===== src/rtl/fetch_controller.sv =====
// fetch_controller
//   Fetch-stage sequencer for a 16-bit instruction memory. Owns the program
//   counter, drives the memory port, assembles one-word and two-word
//   (opcode + immediate) instructions into registered decode outputs, and
//   grants single-cycle program-loader writes on the shared memory port.
//
// Ports
//   clk, rst                  clock, synchronous active-high reset
//   stall                     decode cannot accept; freeze progress/outputs
//   redirect_en, redirect_pc  load PC, drop any half-assembled pair
//   load_req/addr/data        loader write request
//   load_ack                  write performed at this cycle's edge (comb)
//   mem_cs/read/write/addr    memory controls (comb)
//   mem_wdata, mem_rdata      memory data (rdata valid same cycle)
//   inst_valid, inst, imm, has_imm, inst_pc   registered decode outputs
module fetch_controller #(
  parameter int                ADDR_W   = 32,
  parameter logic [ADDR_W-1:0] RESET_PC = 32'd32,
  parameter logic [4:0]        IMM_OP   = 5'b00001
) (
  input  logic              clk,
  input  logic              rst,
  input  logic              stall,
  input  logic              redirect_en,
  input  logic [ADDR_W-1:0] redirect_pc,
  input  logic              load_req,
  input  logic [ADDR_W-1:0] load_addr,
  input  logic [15:0]       load_data,
  output logic              load_ack,
  output logic              mem_cs,
  output logic              mem_read,
  output logic              mem_write,
  output logic [ADDR_W-1:0] mem_addr,
  output logic [15:0]       mem_wdata,
  input  logic [15:0]       mem_rdata,
  output logic              inst_valid,
  output logic [15:0]       inst,
  output logic [15:0]       imm,
  output logic              has_imm,
  output logic [ADDR_W-1:0] inst_pc
);

  typedef enum logic [0:0] {FETCH = 1'b0, FETCH_IMM = 1'b1} state_t;

  localparam logic [ADDR_W-1:0] PC_ONE = {{(ADDR_W-1){1'b0}}, 1'b1};

  state_t            state_q, state_d;
  logic [ADDR_W-1:0] pc_q, pc_d;
  logic [15:0]       hold_q, hold_d;
  logic [ADDR_W-1:0] hold_pc_q, hold_pc_d;
  logic              inst_valid_q, inst_valid_d;
  logic [15:0]       inst_q, inst_d;
  logic [15:0]       imm_q, imm_d;
  logic              has_imm_q, has_imm_d;
  logic [ADDR_W-1:0] inst_pc_q, inst_pc_d;

  // Loader data always goes straight to the memory; mem_write qualifies it.
  assign mem_wdata  = load_data;
  assign inst_valid = inst_valid_q;
  assign inst       = inst_q;
  assign imm        = imm_q;
  assign has_imm    = has_imm_q;
  assign inst_pc    = inst_pc_q;

  // Next-state and memory-port control, in priority rst > redirect > load > fetch.
  always_comb begin
    state_d      = state_q;
    pc_d         = pc_q;
    hold_d       = hold_q;
    hold_pc_d    = hold_pc_q;
    inst_valid_d = inst_valid_q;
    inst_d       = inst_q;
    imm_d        = imm_q;
    has_imm_d    = has_imm_q;
    inst_pc_d    = inst_pc_q;
    mem_cs       = 1'b0;
    mem_read     = 1'b0;
    mem_write    = 1'b0;
    mem_addr     = pc_q;
    load_ack     = 1'b0;

    if (rst) begin
      // Port stays idle; register reset values are applied in the flop block.
      state_d = FETCH;
    end else if (redirect_en) begin
      // Redirect overrides stall; a half-assembled pair is simply abandoned.
      pc_d         = redirect_pc;
      state_d      = FETCH;
      inst_valid_d = 1'b0;
      has_imm_d    = 1'b0;
    end else if ((state_q == FETCH) && load_req) begin
      // Loader owns the port this cycle; in FETCH_IMM it must wait for the pair.
      mem_cs    = 1'b1;
      mem_write = 1'b1;
      mem_addr  = load_addr;
      load_ack  = 1'b1;
      if (!stall) begin
        inst_valid_d = 1'b0;
      end else begin
        inst_valid_d = inst_valid_q;
      end
    end else begin
      mem_cs   = 1'b1;
      mem_read = 1'b1;
      if (!stall) begin
        pc_d = pc_q + PC_ONE;
        case (state_q)
          FETCH: begin
            if (mem_rdata[15:11] == IMM_OP) begin
              hold_d       = mem_rdata;
              hold_pc_d    = pc_q;
              state_d      = FETCH_IMM;
              inst_valid_d = 1'b0;
            end else begin
              inst_d       = mem_rdata;
              inst_pc_d    = pc_q;
              imm_d        = 16'h0000;
              has_imm_d    = 1'b0;
              inst_valid_d = 1'b1;
            end
          end
          FETCH_IMM: begin
            inst_d       = hold_q;
            imm_d        = mem_rdata;
            inst_pc_d    = hold_pc_q;
            has_imm_d    = 1'b1;
            inst_valid_d = 1'b1;
            state_d      = FETCH;
          end
          default: begin
            state_d = FETCH;
          end
        endcase
      end else begin
        pc_d = pc_q;
      end
    end
  end

  // State and output registers with synchronous reset.
  always_ff @(posedge clk) begin
    if (rst) begin
      state_q      <= FETCH;
      pc_q         <= RESET_PC;
      hold_q       <= 16'h0000;
      hold_pc_q    <= '0;
      inst_valid_q <= 1'b0;
      inst_q       <= 16'h0000;
      imm_q        <= 16'h0000;
      has_imm_q    <= 1'b0;
      inst_pc_q    <= '0;
    end else begin
      state_q      <= state_d;
      pc_q         <= pc_d;
      hold_q       <= hold_d;
      hold_pc_q    <= hold_pc_d;
      inst_valid_q <= inst_valid_d;
      inst_q       <= inst_d;
      imm_q        <= imm_d;
      has_imm_q    <= has_imm_d;
      inst_pc_q    <= inst_pc_d;
    end
  end

endmodule

===== config.mk =====
export PLATFORM = sky130hd
export DESIGN_NAME = fetch_controller
export DESIGN_NICKNAME = d
export VERILOG_FILES = /design/src/rtl/fetch_controller.sv
export SDC_FILE = /design/constraint.sdc
export NUM_CORES = 1
export LEC_CHECK = 0
export CAP_MARGIN = 20
export CELL_PAD_IN_SITES_DETAIL_PLACEMENT = 1
export CELL_PAD_IN_SITES_GLOBAL_PLACEMENT = 1
export CORE_ASPECT_RATIO = 1.1
export CORE_UTILIZATION = 34
export CTS_BUF_LIST = sky130_fd_sc_hd__clkbuf_16
export CTS_CLUSTER_SIZE = 28
export DETAILED_ROUTE_END_ITERATION = 10
export MAX_ROUTING_LAYER = met4
export PLACE_DENSITY_LB_ADDON = 0.2
export SETUP_SLACK_MARGIN = 0.3
export SYNTH_ARGS = -nofsm -noshare
export SYNTH_HDL_FRONTEND = slang
export SYNTH_SLANG_ARGS = --single-unit

===== constraint.sdc =====
create_clock -name clk -period 3.59 [get_ports clk]
set_input_delay 0.8975 -clock clk [delete_from_list [all_inputs] [get_ports clk]]
set_output_delay 0.8975 -clock clk [all_outputs]
set_load 0.05 [all_outputs]

==> results of run 1 <==
cell type report:
type                       instances  area [um2]
antenna                            1        2.50
sequential                       147        2950
timing repair buffer             215        2470
inverter                           5        22.5
multi-input combinational        522        3420
fill                            2117        9390
tap                              247         309
clock buffer                      18         450
clock inverter                    14         150
power groups by stage:
stage,clock (W),combinational (W),sequential [W]
after global routing,0.00192,0.000842,0.00177
after global placement,0,0.000773,0.00179
after floorplan,0,0.000413,0.00186
after CTS,0.00185,0.000805,0.00176
after detailed placement,0,0.000788,0.00179
final,0.00182,0.000799,0.00176
worst min-delay path: cells and delay by family (launching register included):
kind	cells	cell delay [ns]
DFF	1	0.31
and+or+nand+nor	1	0.05
AOI/OAI and AO/OA	1	0.05
through the flow:
stage / area [um2] / hold WS [ns]
global placement: 9030 / 0.441
finish: 9770 / 0.458
global route: 9770 / 0.479
CTS: 9770 / 0.458
detailed placement: 9030 / 0.450
floorplan: 6870 / 0.436
registers in the layout (all words and copies together), names as in the netlist:
signal / cells
hold_pc_q: 32
inst_pc: 32
pc_q: 32
hold_q: 16
imm: 16
inst: 16
has_imm: 1
inst_valid: 1
state_q: 1
routing by layer:
metal	global-route usage, %	vias up	routed length, um
li1	-	2931	-
met1	24.4	2939	9030
met2	40.0	154	10900
met3	5.88	30	1250
met4	8.65	0	429
met5	-	-	0
what timing repair did:
action | 4_1_cts | 5_1_grt
pin swaps | 2 | 1
cloned | 2 | 0
buffers inserted | 7 | 0
resized for setup | 7 | 1
endpoints found under the setup margin | 32 | 19
cells in the mapped netlist (2+ instances only):
| cell | n | share of area, % |
|---|---|---|
| dfxtp_1 | 147 | 44 |
| nand2_1 | 111 | 6.2 |
| nor2_1 | 92 | 5.2 |
| a211oi_1 | 70 | 7.9 |
| a21oi_1 | 49 | 3.7 |
| mux2i_1 | 49 | 7.3 |
| clkbuf_1 | 35 | 2.0 |
| mux2_2 | 30 | 5.0 |
| xor2_1 | 22 | 2.9 |
| buf_2 | 20 | 1.5 |
| buf_4 | 18 | 2.0 |
| nand4_1 | 16 | 1.5 |
| nand3_1 | 13 | 0.97 |
| a22o_1 | 12 | 1.6 |
| o21ai_0 | 7 | 0.52 |
| buf_6 | 6 | 1.0 |
| and3_1 | 5 | 0.47 |
| xnor2_1 | 5 | 0.65 |
| a22oi_1 | 4 | 0.45 |
| inv_1 | 4 | 0.22 |
| nor3b_1 | 4 | 0.45 |
| nor4_1 | 4 | 0.37 |
| a311oi_1 | 3 | 0.39 |
| nand2b_1 | 3 | 0.28 |
| or3_1 | 3 | 0.28 |
| a31oi_1 | 2 | 0.19 |
| and2_1 | 2 | 0.19 |
| nand3_2 | 2 | 0.30 |
| nor3_2 | 2 | 0.30 |
| nor4_4 | 2 | 0.64 |
final timing paths:
check / start / to / slack [ns]
max: redirect_en / mem_addr[10] / 0.34
min: hold_pc_q[14] / hold_pc_q[14] / 0.46
max reg2reg: state_q / imm[12] / 1.24
min reg2reg: hold_pc_q[14] / hold_pc_q[14] / 0.46
kinds of logic after synthesis:
group | count (synthesis) | synth area share, %
AO/OA/AOI/OAI | 149 | 14.8
XOR/XNOR | 27 | 3.53
adder cells (fa/ha/maj) | 1 | 0.187
buffers and inverters | 87 | 7.03
flip-flops | 147 | 44.0
multiplexers | 79 | 12.4
AND/OR/NAND/NOR | 266 | 18.0
==> impl_metrics.py, run 1 <==
metrics = {
    "placement": {
        "dp_slack_ns": 0.0354,
        "dp_cells": 1127,
        "numPortBuffers": 186,
        "hpwl_mm": 14.9,
        "gp_congestion": 0.784,
    },
    "grt": {
        "grt_overflow": 0,
        "grt_pass1_wl_mm": 34.4,
        "track_usage_pct": 22.8,
        "grt_pass1_vias": 6628,
        "antenna_found_initial": 1,
        "grt_start_max_net_pins": 85,
    },
    "timing": {
        "relSlewSlack_pct": 38.5,
        "fmax_mhz": 308,
        "drv_slew": 0,
        "period_minus_slack_ns": 3.25,
        "fin_setup_tns_ns": 0,
        "finalHoldViolations": 0,
        "setup_slack_ns": 0.343,
        "setup_viol_count_final": 0,
        "worst_slew_pin_slew_ns": 0.922,
        "rsz0062_at_grt": "yes",
        "finClkSkew_ns": 0.00715,
        "fin_crit_sh_pct": 90.5,
    },
    "routing": {
        "wl_mm": 21.6,
        "vias_per_cell": 5.18,
        "wire_per_inst_um": 18.5,
        "dr.pass1.iters": 4,
        "vias": 6054,
        "drc": 0,
        "final_antenna_net_count": 0,
        "drtIter0Drc": 296,
    },
    "floorplanning": {
        "dieHeight_um": 149,
        "rows": 53,
        "die-width_um": 136,
        "start_util_pct": 34.9,
        "dieArea_um2": 20200,
        "pin_count": 219,
        "core-area_um2": 19200,
    },
    "worst_setup_path": {
        "cpLargestDelayFamily": "buffers and inverters",
        "start_kind": "input port",
        "path_max_fanout": 8,
        "cp.depth": 7,
        "worstPathCellList": "clkdlybuf4s15_2 -> or2_4 -> clkinvlp_4 -> and2_4 -> bufbuf_16 -> mux2_4 -> buf_12",
        "arrival_ns": 2.35,
        "cpPeakStageDelay_ns": 0.31,
        "required_ns": 2.69,
        "critPathCaptureType": "primary output",
        "crit_slowest_cell": "mux2_4",
        "reg2reg_depth": 4,
        "crit_buf_inv": 4,
        "crit_type": "in -> out",
    },
    "pwr": {
        "p_sw_w": 0.00124,
        "clkPwrFrac_pct": 41.6,
        "netSwitchingFraction_pct": 28.5,
        "sequentialPowerShare_pct": 40.2,
        "power_density_nw_per_um2": 447,
        "ir_drop_mv": 0.326,
        "cell_internal_pwr_w": 0.00313,
        "total_power_w": 0.00437,
        "p_leak_nw": 3.39,
        "combPwrFrac_pct": 18.3,
    },
    "worst_hold_path": {
        "min_path_cells": 2,
        "hp-class": "reg -> reg",
    },
    "clock_tree": {
        "ctsRootBufferMaster": "clkbuf_16",
        "cts_tree": "yes",
        "cts_sinks": 147,
        "numCtsBuffers": 17,
        "h-tree-depth": 4,
        "cts_buffer_depth": 2,
        "clk_latency_ns": 0.43,
        "cts.reportedPaths.clkPinSlew_ns": 0.06,
        "hold_buffers": 0,
    },
    "logic_synthesis": {
        "synth_cell_types": 44,
        "syn_area_um2": 6690,
        "postSynthAreaPerCell_um2": 8.85,
        "ys_warn_count": 0,
        "ys.flop_type": "dfxtp_1",
        "async_flop_share_pct": 0,
        "synth-seq-cells": 147,
        "synth_fp_nets": 858,
        "seq_area_frac_synth_pct": 44.0,
        "synth_edf_count": 0,
        "synthCells": 756,
    },
    "status": {
        "status": "complete, no violations",
    },
    "final_layout": {
        "final_layout_size_suffix_gt1_share_pct": 15.7,
        "final_cells": 1169,
        "final_common_cell": "clkdlybuf4s50_1",
        "fin_util_pct": 51.0,
        "nets": 1010,
        "final_cell_mix": "clkdlybuf4s50_1 (147), dfxtp_1 (146), nand2_1 (111), nor2_1 (92), a211oi_1 (70)",
        "syn_to_final_growth_pct": 46.1,
    },
    "job": {
        "drv_cap": 0,
    },
}
No activity file was read; power rests on OpenSTA's default activity.
==> run 2: changes to the inputs <==
--- a/config.mk
+++ b/config.mk
@@ -9,11 +9,11 @@
 export CELL_PAD_IN_SITES_DETAIL_PLACEMENT = 1
 export CELL_PAD_IN_SITES_GLOBAL_PLACEMENT = 1
 export CORE_ASPECT_RATIO = 1.1
+export CORE_MARGIN = 4
 export CORE_UTILIZATION = 34
 export CTS_BUF_LIST = sky130_fd_sc_hd__clkbuf_16
 export CTS_CLUSTER_SIZE = 28
 export DETAILED_ROUTE_END_ITERATION = 10
-export MAX_ROUTING_LAYER = met4
 export PLACE_DENSITY_LB_ADDON = 0.2
 export SETUP_SLACK_MARGIN = 0.3
 export SYNTH_ARGS = -nofsm -noshare
==> impl_metrics.py, run 2 (synthesis results as in run 1) <==
metrics = {
    "grt": {
        "grt_pass1_wl_mm": 35.6,
        "antenna_found_initial": 4,
        "grt_busiest_layer": "met2",
        "grt_pass1_vias": 6649,
        "met3_usage_pct": 6.58,
        "use_met1_pct": 22.7,
        "grt_start_max_net_pins": 73,
        "grt_overflow": 0,
        "global_route.usage.met2_pct": 35.8,
        "track_usage_pct": 20.2,
    },
    "clock_tree": {
        "numCtsBuffers": 17,
        "h-tree-depth": 4,
        "cts.reportedPaths.clkPinSlew_ns": 0.06,
        "clk_latency_ns": 0.42,
        "cts_buffer_depth": 2,
        "cts_sinks": 147,
        "cts_tree": "yes",
        "ctsRootBufferMaster": "clkbuf_16",
    },
    "final_layout": {
        "num-fill-cells": 2116,
        "final_cell_mix": "clkdlybuf4s50_1 (147), dfxtp_1 (146), nand2_1 (111), nor2_1 (92), a211oi_1 (70)",
        "design_area_um2": 9860,
        "syn_to_final_growth_pct": 47.4,
        "fin_util_pct": 51.3,
        "final_layout_size_suffix_gt1_share_pct": 16.0,
        "nets": 1014,
        "final_cells": 1173,
        "seqCellArea_um2": 2950,
        "multi_input_area_um2": 3410,
        "final_common_cell": "clkdlybuf4s50_1",
    },
    "timing": {
        "setup_viol_count_final": 0,
        "finalHoldViolations": 0,
        "rsz0062_at_grt": "yes",
        "finClkSkew_ns": 0.00654,
        "drv_slew": 0,
        "relSlewSlack_pct": 36.7,
        "period_minus_slack_ns": 3.25,
        "fin_crit_sh_pct": 90.5,
        "fin_setup_tns_ns": 0,
        "holdWs_ns": 0.459,
        "worst_slew_pin_slew_ns": 0.947,
        "fmax_mhz": 308,
    },
    "floorplanning": {
        "rows": 53,
        "core-area_um2": 19200,
        "start_util_pct": 34.8,
        "die-width_um": 142,
        "pin_count": 219,
        "dieArea_um2": 22000,
        "dieHeight_um": 155,
    },
    "job": {
        "drv_cap": 0,
    },
    "routing": {
        "wire_per_inst_um": 18.8,
        "drtIter0Drc": 197,
        "wl_mm": 22.0,
        "vias": 6081,
        "dr.pass1.iters": 4,
        "drc": 0,
        "final_antenna_net_count": 0,
        "vias_per_cell": 5.18,
    },
    "worst_setup_path": {
        "path_max_fanout": 4,
        "worstPathCellList": "clkdlybuf4s15_2 -> or2_4 -> clkinvlp_4 -> and2_4 -> buf_4 -> buf_12 -> mux2_2 -> buf_4",
        "cpLargestDelayFamily": "buffers and inverters",
        "rrSetupSlack_ns": 0.87,
        "required_ns": 2.69,
        "crit_top_cell": "buf_4",
        "critPathCaptureType": "primary output",
        "arrival_ns": 2.35,
        "crit_buf_inv": 5,
        "cpPeakStageDelay_ns": 0.33,
        "crit_slowest_cell": "mux2_2",
        "start_kind": "input port",
        "crit_type": "in -> out",
    },
    "placement": {
        "hpwl_mm": 15.4,
        "dp_cells": 1128,
        "postPlaceCellArea_um2": 9030,
        "numPortBuffers": 186,
        "gp_congestion": 0.752,
    },
    "pwr": {
        "ir_drop_mv": 0.330,
        "p_leak_nw": 3.44,
        "power_density_nw_per_um2": 463,
    },
    "status": {
        "status": "complete, no violations",
    },
    "worst_hold_path": {
        "hp-class": "reg -> reg",
    },
}
==> run 2: changes by cell type in the layout (fill, tap and decap cells not counted), sizes merged <==
cell      change
clkbuf        -1
buf           +5
bufinv        +4
clkinv        +1
inv           -2
bufbuf        -1
clkinvlp      -2
==> run 2: through the flow <==
stage	setup WS, ns	power [W]
after floorplan	0.237	0.00228
after global placement	0.0613	0.00257
after detailed placement	0.0499	0.00258
after CTS	0.323	0.00461
after global routing	0.297	0.00474
final	0.341	0.00457
==> run 2: final timing paths <==
path                   endpoint           from  depth (start not counted)
setup / recovery    mem_addr[2]    redirect_en                          8
hold / removal    hold_pc_q[29]  hold_pc_q[29]                          2
hold reg to reg   hold_pc_q[29]  hold_pc_q[29]                          2
setup reg to reg    inst_pc[12]        state_q                          7
==> run 2: layout make-up <==
cell class,instances,share of cell area (%)
sequential,147,29.9
clock buffer,17,4.31
multi-input combinational,522,34.6
antenna,1,0.0254
inverter,5,0.228
tap,247,3.13
clock inverter,15,2.42
timing repair buffer,219,25.4
==> run 2: what timing repair did <==
item | 4_1_cts | 5_1_grt
buffers inserted | 10 | 0
cloned | 2 | 0
pin swaps | 1 | 0
gates resized for setup | 7 | 2
endpoints found under the setup margin | 32 | 4
hold buffers | 0 | 0
==> run 2: where the power goes <==
group	internal, W	switching [W]	leakage [nW]
registers	0.00169	0.0000689	1.20
clock network	0.00130	0.000709	0.327
logic	0.000369	0.000433	1.92
==> run 2: worst reg2reg max path, stage by stage (launching register included) <==
cell	delay (ns)
dfxtp_4	0.34
buf_4	0.71
nor2_1	0.14
nand2_1	0.20
and3_4	0.60
buf_4	0.33
nor2_1	0.06
a211oi_1	0.24
==> run 2: routing by layer <==
metal  share of wire (%)  up-vias  wire, um
met2                  50      159     11100
met4                 2.0        6       442
li1                    -     2934         -
met5                0.20        -        45
met3                 7.1       40      1570
met1                  40     2942      8850
